==> config.mk <==
export PLATFORM = sky130hd
export DESIGN_NAME = prog_seq_detector_param
export DESIGN_NICKNAME = d
export VERILOG_FILES = /design/src/rtl/prog_seq_detector_param.sv
export SDC_FILE = /design/constraint.sdc
export NUM_CORES = 1
export LEC_CHECK = 0
export CAP_MARGIN = 20
export CORE_UTILIZATION = 30
export CTS_BUF_LIST = sky130_fd_sc_hd__clkbuf_8
export DETAILED_ROUTE_END_ITERATION = 8
export DONT_BUFFER_PORTS = 1
export SLEW_MARGIN = 20
export SYNTH_ARGS = -nofsm -noshare
export SYNTH_HDL_FRONTEND = slang
export SYNTH_SLANG_ARGS = --single-unit
==> constraint.sdc <==
create_clock -name clk -period 3.3 [get_ports clk]
set_input_delay 0.66 -clock clk [delete_from_list [all_inputs] [get_ports clk]]
set_output_delay 0.66 -clock clk [all_outputs]
set_load 0.1 [all_outputs]
==> src/rtl/prog_seq_detector_param.sv <==
// ============================================================================
// prog_seq_detector_param
// ----------------------------------------------------------------------------
// Purpose:
//   Parametrised serial bit-pattern detector. A pattern of 1..SEQ_W bits is
//   programmed at run time with a load strobe. The serial stream is then
//   qualified by din_valid, and a one-cycle 'seen' pulse is raised after each
//   completed occurrence of the pattern. Matching can be overlapping (the
//   tail of one match may start the next) or non-overlapping (each match
//   needs a fresh set of len beats). A saturating counter tracks the number
//   of matches since the last load.
//
// Parameters:
//   SEQ_W  maximum pattern length in bits (>= 2)
//   LEN_W  width of the length field, $clog2(SEQ_W+1)
//   CNT_W  width of the match counter
//
// Ports:
//   clk           in   1      clock, all state changes on the rising edge
//   resetn        in   1      asynchronous active-low reset
//   load          in   1      program strobe: latches pattern, length, mode
//   init_pattern  in   SEQ_W  pattern, bit 0 is the first bit on the stream
//   init_len      in   LEN_W  pattern length in bits (clamped to SEQ_W)
//   overlap       in   1      1 = overlapping matches, 0 = non-overlapping
//   din_valid     in   1      qualifies din
//   din           in   1      serial data bit
//   armed         out  1      a pattern with a non-zero length is programmed
//   seen          out  1      one-cycle pulse, registered, after a match
//   match_count   out  CNT_W  saturating count of matches since load
// ============================================================================
module prog_seq_detector_param #(
    parameter int SEQ_W = 8,
    parameter int LEN_W = $clog2(SEQ_W + 1),
    parameter int CNT_W = 8
) (
    input  logic             clk,
    input  logic             resetn,
    input  logic             load,
    input  logic [SEQ_W-1:0] init_pattern,
    input  logic [LEN_W-1:0] init_len,
    input  logic             overlap,
    input  logic             din_valid,
    input  logic             din,
    output logic             armed,
    output logic             seen,
    output logic [CNT_W-1:0] match_count
);

    // Width of an index into the history register.
    localparam int IDX_W = (SEQ_W > 1) ? $clog2(SEQ_W) : 1;

    // Largest legal length and the saturation value of the match counter.
    localparam logic [LEN_W-1:0] LEN_MAX = LEN_W'(SEQ_W);
    localparam logic [CNT_W-1:0] CNT_MAX = '1;

    typedef enum logic {
        IDLE  = 1'b0,
        ARMED = 1'b1
    } state_t;

    state_t           state;

    // Programmed configuration, captured only on load.
    logic [SEQ_W-1:0] pattern_r;
    logic [LEN_W-1:0] len_r;
    logic             ovl_r;

    // hist[0] is the most recently accepted bit; fill counts how many
    // accepted beats are available to the matcher (saturates at SEQ_W).
    logic [SEQ_W-1:0] hist;
    logic [LEN_W-1:0] fill;

    logic [LEN_W-1:0] len_clamped;
    logic             accept;
    logic [SEQ_W-1:0] hist_next;
    logic [LEN_W:0]   fill_plus1;
    logic             window_ok;
    logic             match;
    logic [IDX_W-1:0] idx;

    // Lengths beyond the history depth cannot be matched, so they are
    // clamped to the deepest window the block can hold.
    always_comb begin
        len_clamped = (init_len > LEN_MAX) ? LEN_MAX : init_len;
    end

    // A beat is accepted only while armed and not loading; a load cycle
    // discards din even when din_valid is high.
    always_comb begin
        accept     = din_valid && (state == ARMED) && !load;
        hist_next  = {hist[SEQ_W-2:0], din};
        fill_plus1 = {1'b0, fill} + (LEN_W + 1)'(1);
    end

    // The window is compared on the post-shift view so that the current
    // din completes the pattern in the same cycle it arrives. Pattern bit i
    // was received (len_r-1-i) beats ago, which is hist_next[len_r-1-i].
    // Pattern bits at or above len_r are ignored.
    always_comb begin
        window_ok = 1'b1;
        idx       = '0;
        for (int i = 0; i < SEQ_W; i++) begin
            if (i < int'(len_r)) begin
                idx = IDX_W'(int'(len_r) - 1 - i);
                if (pattern_r[i] != hist_next[idx]) begin
                    window_ok = 1'b0;
                end
            end
        end
    end

    // A match also needs enough beats in the history: fill counts beats
    // before this one, so the current beat makes it fill+1.
    always_comb begin
        match = accept && (fill_plus1 >= {1'b0, len_r}) && window_ok;
    end

    // Control FSM with all registered outputs. Load wins over everything
    // and restarts matching from an empty history. In non-overlapping mode
    // a match empties fill so the next match needs len_r fresh beats; the
    // history bits themselves are kept but are never looked at until fill
    // has grown back. Cycles without an accepted beat leave hist and fill
    // untouched, so din_valid gaps are invisible to the matcher.
    always_ff @(posedge clk or negedge resetn) begin
        if (!resetn) begin
            state       <= IDLE;
            armed       <= 1'b0;
            seen        <= 1'b0;
            match_count <= '0;
            pattern_r   <= '0;
            len_r       <= '0;
            ovl_r       <= 1'b0;
            hist        <= '0;
            fill        <= '0;
        end else if (load) begin
            pattern_r   <= init_pattern;
            len_r       <= len_clamped;
            ovl_r       <= overlap;
            hist        <= '0;
            fill        <= '0;
            match_count <= '0;
            seen        <= 1'b0;
            if (len_clamped != '0) begin
                state <= ARMED;
                armed <= 1'b1;
            end else begin
                state <= IDLE;
                armed <= 1'b0;
            end
        end else begin
            seen <= match;
            if (accept) begin
                hist <= hist_next;
                if (match && !ovl_r) begin
                    fill <= '0;
                end else if (fill != LEN_MAX) begin
                    fill <= fill + LEN_W'(1);
                end
            end
            if (match && (match_count != CNT_MAX)) begin
                match_count <= match_count + CNT_W'(1);
            end
        end
    end

endmodule

==> out/qor.yml <==
start_kind: "flip-flop"
fmax_mhz: 306
overflow: 0
grt_usage: 0.137
hp-class: "in -> async"
instances_no_fill: 320
tightest_slew_ns: 0.929
rsz0062_at_grt: "true"
place_congestion: 0.754
synth_cell_types: 43
path_class: "reg -> reg"
setup_viol_count_final: 0
postLayoutCellArea_sq_mm: 0.00260
p_per_area_mw_per_mm2: 412
drc: 0
antenna_found_initial: 0
coreArea_sq_mm: 0.00694
finalCritPeriodShare: 0.989
synthArstFlopShare: 1.00
arrival_ns: 3.44
mostFrequentLayoutCell: "dfrtp_1"
antenna_left: 0
die-area_sq_mm: 0.00773
r2r-end: "match_count[7]"
outcome: "complete, no violations"
numCtsBuffers: 5
synth_cells: 203
initial_core_util: 0.319
clockBufferDepth: 2
wl_per_cell_microns: 14.9
syn2layout_area_growth_pct: 17.3
r2r_start: "len_r[0]"
syn-num-nets: 232
die_w_microns: 87.9
postSynthAreaPerCell_sq_um: 10.9
finalCriticalPeriod_ns: 3.26
synth_area_sq_mm: 0.00221
grt_pass1_vias: 1557
drt_wl_total_mm: 4.76
fp.dieH_microns: 87.9
rows: 30
drt_first_iter_violations: 95
fill_cells: 675
io_buffers: 0
setup-tns-final_ns: 0
max_cap_viol_count: 0
via_per_inst: 5.00
worstPathMaxFanout: 5
clock_latency_ns: 0.29
clock-sinks: 34
antenna_cells: 0
peakVddDrop_v: 0.000138
drv_slew: 0
nNetsFinal: 252
cts_tree: "done"
clk_pin_slew_ns: 0.07
maxSlewHeadroom: 0.381
yosysWarnings: 0
vias: 1599
r2r_slack_ns: 0.04
worstRegToRegCells: 10
fin_skew_ns: 0.00828
ys_ff_latch: 34
grt_max_degree: 41
hold_violations: 0
grt_pass1_wl_mm: 7.90
placedCellCount: 307
layout-drive-gt1-share: 0.272
synth_edf_count: 0
synthFlopType: "dfrtp_1"
first_pass_iters: 4
layout_common_cells: "dfrtp_1 (34), nand2_1 (22), buf_4 (20)"
p_leak_uw: 0.00111
ioPinCount: 28
placed_area_sq_mm: 0.00242
cts-root-buf: "clkbuf_8"
dp.final_hpwl_mm: 3.47
end_kind: "flip-flop"
ys_seq_area_frac: 0.384
power_uw: 1070
cp.required_ns: 3.48
cts_hold_buf: 0
utilization: 0.374
htree_levels: 2
[timing repair]
action	4_1_cts	5_1_grt
gates resized for setup	5	3
buffers inserted	3	2
hold endpoints to repair	0	0
pin swaps	6	1
endpoints found under the setup margin	1	3
[flip-flops by register name (all words and copies together), names as in the netlist]
signal,cells
len_r,4
hist,7
ovl_r,1
seen,1
pattern_r,8
fill,4
match_count,8
state,1
[power breakdown]
group	total [uW]	internal [uW]	switching, uW
clock network	377	222	155
logic	232	122	110
registers	462	437	24.8
[synthesized netlist by cell type, drive strengths merged (4+ instances only)]
master | n | area (sq um)
mux2 | 10 | 113
dfrtp | 34 | 851
ha | 11 | 138
o21ai | 5 | 25.0
mux2i | 10 | 100
a21oi | 14 | 70.1
xnor2 | 11 | 96.3
nand3b | 6 | 45.0
buf | 5 | 37.5
nor2 | 11 | 41.3
nand2 | 22 | 82.6
mux4 | 8 | 195
nand3 | 8 | 40.0
xor2 | 4 | 35.0
inv | 11 | 41.3
[per-layer routing]
metal,routed length [microns],share of wire,track usage,up-vias
li1,-,-,-,770
met1,2040,0.43,0.167,800
met2,2380,0.50,0.223,23
met3,269,0.056,0.0434,6
met4,67,0.014,0.0537,0
met5,0,0,0,-
[critical path: stages, from the launching register on]
cell	delay, ns
dfrtp_1	0.40
inv_4	0.05
ha_4	0.30
mux4_2	0.52
mux2i_2	0.21
xnor2_2	0.13
nor4_4	0.34
nand4_2	0.18
a211oi_4	0.24
or4b_4	0.49
mux2_4	0.30
[stage by stage]
step / hold WS [ns] / worst slack [ns]
floorplan: 0.364 / -0.323
global placement: 0.366 / 0.0645
detailed placement: 0.366 / -0.0106
CTS: 0.0436 / 0.00557
global route: 0.0364 / -0.0701
finish: 0.0561 / 0.0356
[how the worst max path moves through the flow]
stage / startpoint / end / slack [ns]
floorplan: len_r[0] / match_count[7] / -0.32
global placement: len_r[0] / match_count[7] / 0.06
detailed placement: len_r[0] / match_count[7] / -0.01
CTS: len_r[0] / match_count[7] / 0.006
global route: len_r[0] / match_count[7] / -0.07
finish: len_r[0] / match_count[7] / 0.04
[area by class of cell]
type	count	area (sq um)	area share
clock buffer	5	68.8	0.0265
inverter	11	43.8	0.0169
clock inverter	3	40.0	0.0154
multi-input combinational	150	1310	0.506
timing repair buffer	21	161	0.0621
tap	96	120	0.0462
sequential	34	851	0.327
[cell families (layout without fill, tap and decap cells)]
family                   after synthesis  after routing  share of synthesized area
flip-flops                            34             34                      0.384
adder cells (fa/ha/maj)               11             11                     0.0621
buffers and inverters                 19             40                     0.0407
multiplexers                          28             28                      0.184
AND/OR/NAND/NOR                       60             60                      0.142
XOR/XNOR                              17             17                     0.0797
AO/OA/AOI/OAI                         34             34                      0.107
(Power assumes the default switching activity.)
